--- src/rtl/imm_gen_pipe.sv ---
// imm_gen_pipe: pipelined RISC-V immediate generator.
// Decodes instr[31:7] into an XLEN-bit immediate and carries a sideband tag.
// Results pass through PIPE_STAGES elastic valid/ready registers, with flush support.
module imm_gen_pipe #(
  parameter int XLEN        = 32,
  parameter int PIPE_STAGES = 1,
  parameter int TAG_W       = 5
) (
  input  logic             clk,
  input  logic             rst_n,
  input  logic             flush,
  input  logic             in_valid,
  output logic             in_ready,
  input  logic [2:0]       ExtenSel,
  input  logic [24:0]      imm_in,
  input  logic [TAG_W-1:0] in_tag,
  output logic             out_valid,
  input  logic             out_ready,
  output logic [XLEN-1:0]  out_imm,
  output logic [TAG_W-1:0] out_tag,
  output logic             out_illegal
);

  localparam int N = PIPE_STAGES;

  localparam logic [2:0] SEL_I = 3'b000;
  localparam logic [2:0] SEL_S = 3'b001;
  localparam logic [2:0] SEL_B = 3'b010;
  localparam logic [2:0] SEL_U = 3'b011;
  localparam logic [2:0] SEL_J = 3'b100;
  localparam logic [2:0] SEL_Z = 3'b101;

  logic [31:0]     imm32;
  logic [XLEN-1:0] dec_imm;
  logic            dec_illegal;

  // Each format is built as a correctly extended 32-bit value; bit 31 then fills the upper XLEN bits.
  always_comb begin
    imm32       = '0;
    dec_illegal = 1'b0;
    case (ExtenSel)
      SEL_I: imm32 = {{20{imm_in[24]}}, imm_in[24:13]};
      SEL_S: imm32 = {{20{imm_in[24]}}, imm_in[24:18], imm_in[4:0]};
      SEL_B: imm32 = {{19{imm_in[24]}}, imm_in[24], imm_in[0], imm_in[23:18], imm_in[4:1], 1'b0};
      SEL_U: imm32 = {imm_in[24:5], 12'b0};
      SEL_J: imm32 = {{11{imm_in[24]}}, imm_in[24], imm_in[12:5], imm_in[13], imm_in[23:14], 1'b0};
      SEL_Z: imm32 = {27'b0, imm_in[12:8]};
      default: begin
        imm32       = '0;
        dec_illegal = 1'b1;
      end
    endcase
    dec_imm        = {XLEN{imm32[31]}};
    dec_imm[31:0]  = imm32;
  end

  logic [N-1:0]            valid_q, valid_d;
  logic [N-1:0]            illegal_q, illegal_d;
  logic [N-1:0][XLEN-1:0]  imm_q, imm_d;
  logic [N-1:0][TAG_W-1:0] tag_q, tag_d;
  logic [N-1:0]            rdy;
  logic [N-1:0]            load;

  // Ready ripples backwards from out_ready; a stage loads when it is empty or its consumer takes its data.
  always_comb begin
    rdy      = '0;
    load     = '0;
    rdy[N-1] = out_ready;
    for (int i = N - 2; i >= 0; i--) begin
      rdy[i] = !valid_q[i+1] || rdy[i+1];
    end
    for (int i = 0; i < N; i++) begin
      load[i] = !valid_q[i] || rdy[i];
    end
  end

  assign in_ready = load[0];

  // Next-state for every stage: the first takes the decoded request, later ones take their predecessor.
  always_comb begin
    valid_d   = valid_q;
    illegal_d = illegal_q;
    imm_d     = imm_q;
    tag_d     = tag_q;
    if (load[0]) begin
      valid_d[0]   = in_valid;
      illegal_d[0] = dec_illegal;
      imm_d[0]     = dec_imm;
      tag_d[0]     = in_tag;
    end
    for (int i = 1; i < N; i++) begin
      if (load[i]) begin
        valid_d[i]   = valid_q[i-1];
        illegal_d[i] = illegal_q[i-1];
        imm_d[i]     = imm_q[i-1];
        tag_d[i]     = tag_q[i-1];
      end
    end
    if (flush) begin
      valid_d = '0;
    end
  end

  // Stage registers; reset clears payload too so the outputs read zero while held in reset.
  always_ff @(posedge clk or negedge rst_n) begin
    if (!rst_n) begin
      valid_q   <= '0;
      illegal_q <= '0;
      imm_q     <= '0;
      tag_q     <= '0;
    end else begin
      valid_q   <= valid_d;
      illegal_q <= illegal_d;
      imm_q     <= imm_d;
      tag_q     <= tag_d;
    end
  end

  assign out_valid   = valid_q[N-1];
  assign out_illegal = illegal_q[N-1];
  assign out_imm     = imm_q[N-1];
  assign out_tag     = tag_q[N-1];

endmodule

--- config.mk ---
export PLATFORM = sky130hd
export DESIGN_NAME = imm_gen_pipe
export DESIGN_NICKNAME = d
export VERILOG_FILES = /design/src/rtl/imm_gen_pipe.sv
export SDC_FILE = /design/constraint.sdc
export NUM_CORES = 1
export LEC_CHECK = 0
export CAP_MARGIN = 20
export CORE_UTILIZATION = 41
export CTS_CLUSTER_SIZE = 14
export DETAILED_ROUTE_END_ITERATION = 7
export GPL_TIMING_DRIVEN = 0
export PLACE_DENSITY_LB_ADDON = 0.2
export SYNTH_ARGS = -nofsm -noshare
export SYNTH_HDL_FRONTEND = slang
export SYNTH_SLANG_ARGS = --single-unit
export TNS_END_PERCENT = 50
--- constraint.sdc ---
create_clock -name clk -period 1.5 [get_ports clk]
set_input_delay 0.45 -clock clk [delete_from_list [all_inputs] [get_ports clk]]
set_output_delay 0.45 -clock clk [all_outputs]
set_load 0.05 [all_outputs]
==> summary.txt <==
Outcome
  • Status: finished, violations left
  • Failing checks: negative setup slack

Global routing
  • Total Routing Usage GR: 0.240
  • Initial antenna violation count: 0
  • Vias in the first global route: 1534
  • Global-route wire length before repair: 7.62 mm
  • Overflow after GRT: 0
  • Largest net degree at the start of global routing: 40

Die
  • Full die area: 4400 sq um
  • Initial Util: 0.427
  • Die Y: 66.3 um
  • CORE AREA: 3970 sq um
  • Die X: 66.3 um
  • Row count: 23
  • Num ports: 78

Timing
  • Final Critical Period: 1.58 ns
  • Worst Skew: 0.00519 ns
  • RSZ-0062 raised after global routing: true
  • Final slew viol count: 0
  • Slew @ Worst Pin: 0.858 ns
  • Slew HR: 0.428
  • Final Hold Viols: 0
  • Fmax: 634 MHz
  • Final setup vio count: 1
  • Post-layout worst setup margin: -0.0779 ns
  • Fin crit share: 1.05

Place
  • PortBufs: 76
  • RePlAce Congestion: 0.819
  • Detail Placement HPWL: 3.44 mm
  • Placed inst area: 2520 sq um

Setup path
  • Crit-path cells: nor2b_4 > inv_4 > buf_6 > buf_8
  • CP endpoint kind: output pin
  • Critical Path RT: 1.05 ns
  • Setup crit start kind: flop
  • Crit path kind: reg -> out
  • CP Max Fanout: 3
  • CP peak stage delay: 0.35 ns
  • CP Data Arrival Time: 1.13 ns
  • CP max stage cell: dfrtp_2

Synthesis
  • Yosys warning total: 0
  • Simple-gate share of the synthesized area: 0.172
  • Top cells by area, synth: dfrtp_1 (58%), a221o_1 (12%), nand2_1 (5.3%), a22o_1 (3.1%), nand2b_1 (3.0%)
  • Post-Syn Nets: 185
  • Synthesized flop and latch total: 39
  • Adder-cell share of the synthesized area: 0
  • Mapped cell area: 1700 sq um
  • Post-synth top area cell: dfrtp_1
  • Mux cell area share after synthesis: 0
  • Synth top area share: 0.576
  • Seq/Total Area, Yosys: 0.576
  • Syn Inst Count: 147
  • Synth Area in XOR/XNOR: 0.00517
  • Synth Area in Compound Gates: 0.201
  • Largest family of logic cells by synthesized area: compound AO/OA/AOI/OAI gates
  • Mean Syn Cell Area: 11.5 sq um
  • Netlist cell types: 28

Final layout
  • Sequential cell area: 977 sq um
  • Commonest cells after routing, fill and taps aside: dfrtp_1 (38), clkdlybuf4s50_1 (32), buf_2 (24), nand2_1 (24), a221o_1 (20)
  • Final nets: 273
  • Most common cell after layout, fill and taps aside: dfrtp_1
  • Multi-input logic area: 659 sq um
  • N_diodes: 0
  • Share of layout cells above drive strength 1: 0.309
  • Syn-to-layout area delta: 55.2%
  • Fin area: 2630 sq um
  • # fillers: 314
  • Layout Utilization: 0.663

CTS
  • Clk slew on worst S/H paths: 0.07 ns
  • Sink count of the clock tree: 39
  • Clk root buf: clkbuf_8
  • CTS H-tree depth: 2
  • TritonCTS buffer count: 5
  • CTS tree: built
  • Clock Latency Late Sink: 0.29 ns
  • CTS max path bufs: 2

Min path
  • Hold Crit Class: in -> async

Pwr
  • VDD IR max: 0.000665 V
  • Leak: 1.24 nW
  • Power Density: 1130 nW/um^2

Detailed routing
  • Vias per cell: 5.49
  • Pre-Repair DR Iteration Count: 4
  • DRT Wirelength: 4.86 mm
  • Remaining DRCs: 0
  • Initial DRC Count: 89
  • Wire length per cell: 17.0 um
  • Final ANT Viol Nets: 0
  • Vias: 1570

Flow run
  • Number of max-cap violations: 0
==> synth_stat cells <==
cell type	number
a211o_1	1
a211oi_1	1
a21oi_4	1
a221o_1	20
a22o_1	6
a32o_1	4
and3_1	1
and4_1	1
buf_2	6
buf_4	2
buf_6	1
clkbuf_1	4
dfrtp_1	39
inv_1	2
nand2_1	24
nand2b_1	8
nand3_1	10
nand3b_1	2
nor2_1	3
nor2b_1	1
nor2b_4	1
nor3_1	2
nor4_1	1
nor4b_2	1
o21ai_0	2
o21ai_1	1
or3b_1	1
xnor2_1	1
==> metal layers <==
metal	routed length, um	track usage	vias up
met5	0	0	-
met4	63	0.0824	0
met3	263	0.0517	6
met2	2530	0.403	50
met1	2000	0.305	787
li1	-	-	727
==> cells by family (layout without fill, tap and decap cells) <==
family                 after synthesis  count (layout)
AO/OA/AOI/OAI                       36              36
AND/OR/NAND/NOR                     56              56
XOR/XNOR                             1               1
flip-flops                          39              39
buffers and inverters               15             104
==> critical path, delay by kind of cell (launching register included) <==
kind	cells	cell delay, ns
flip-flops	1	0.35
buffers and inverters	3	0.32
AND/OR/NAND/NOR	1	0.18
==> path summary, 6_finish.rpt <==
check,depth (start not counted),slack (ns),endpoint,from
min,1,0.27,out_imm[8],rst_n
max,4,-0.08,in_ready,out_valid
min in group clk,2,0.46,out_tag[1],out_tag[1]
max reg2reg,4,0.04,out_imm[25],out_valid
max in group asynchronous,1,0.63,out_valid,rst_n
min reg2reg,2,0.46,out_tag[1],out_tag[1]
==> registers in the layout (all words and copies together), names as in the netlist <==
register / count
out_illegal: 1
out_imm: 32
out_valid: 1
out_tag: 5
==> layout make-up <==
cell class	instances	area share
Multi-Input combinational cell	93	0.251
Timing Repair Buffer	82	0.272
Clock inverter	2	0.0133
Sequential cell	39	0.371
Inverter	2	0.00380
Buffer	12	0.0342
Clock buffer	6	0.0314
Tap cell	50	0.0238
==> report_power, final <==
part | switching (mW) | total, mW | internal [mW] | leakage, nW
Clock | 0.354 | 0.892 | 0.538 | 0.0612
Combinational | 0.567 | 0.870 | 0.302 | 0.685
Sequential | 0.0543 | 1.20 | 1.15 | 0.493
Total | 0.975 | 2.96 | 1.99 | 1.24
==> timing repair <==
item	4_1_cts	5_1_grt
setup endpoints to repair	79	54
setup buffers	2	4
resized for setup	138	51
pin swaps	1	1
hold buffers	0	0
==> stage by stage <==
step / hold slack (ns) / total power, mW / TNS [ns] / cells / setup slack (ns)
after floorplan: 0.154 / 1.75 / 0 / 147 / 0.00621
after global placement: 0.450 / 2.12 / -55.13 / 273 / -1.11
after detailed placement: 0.455 / 2.13 / -23.84 / 273 / -1.12
after CTS: 0.291 / 3.01 / -0.134 / 283 / -0.134
after global routing: 0.327 / 3.08 / -0.121 / 286 / -0.119
final: 0.267 / 2.96 / -0.0779 / 286 / -0.0779
(Power assumes the default switching activity.)
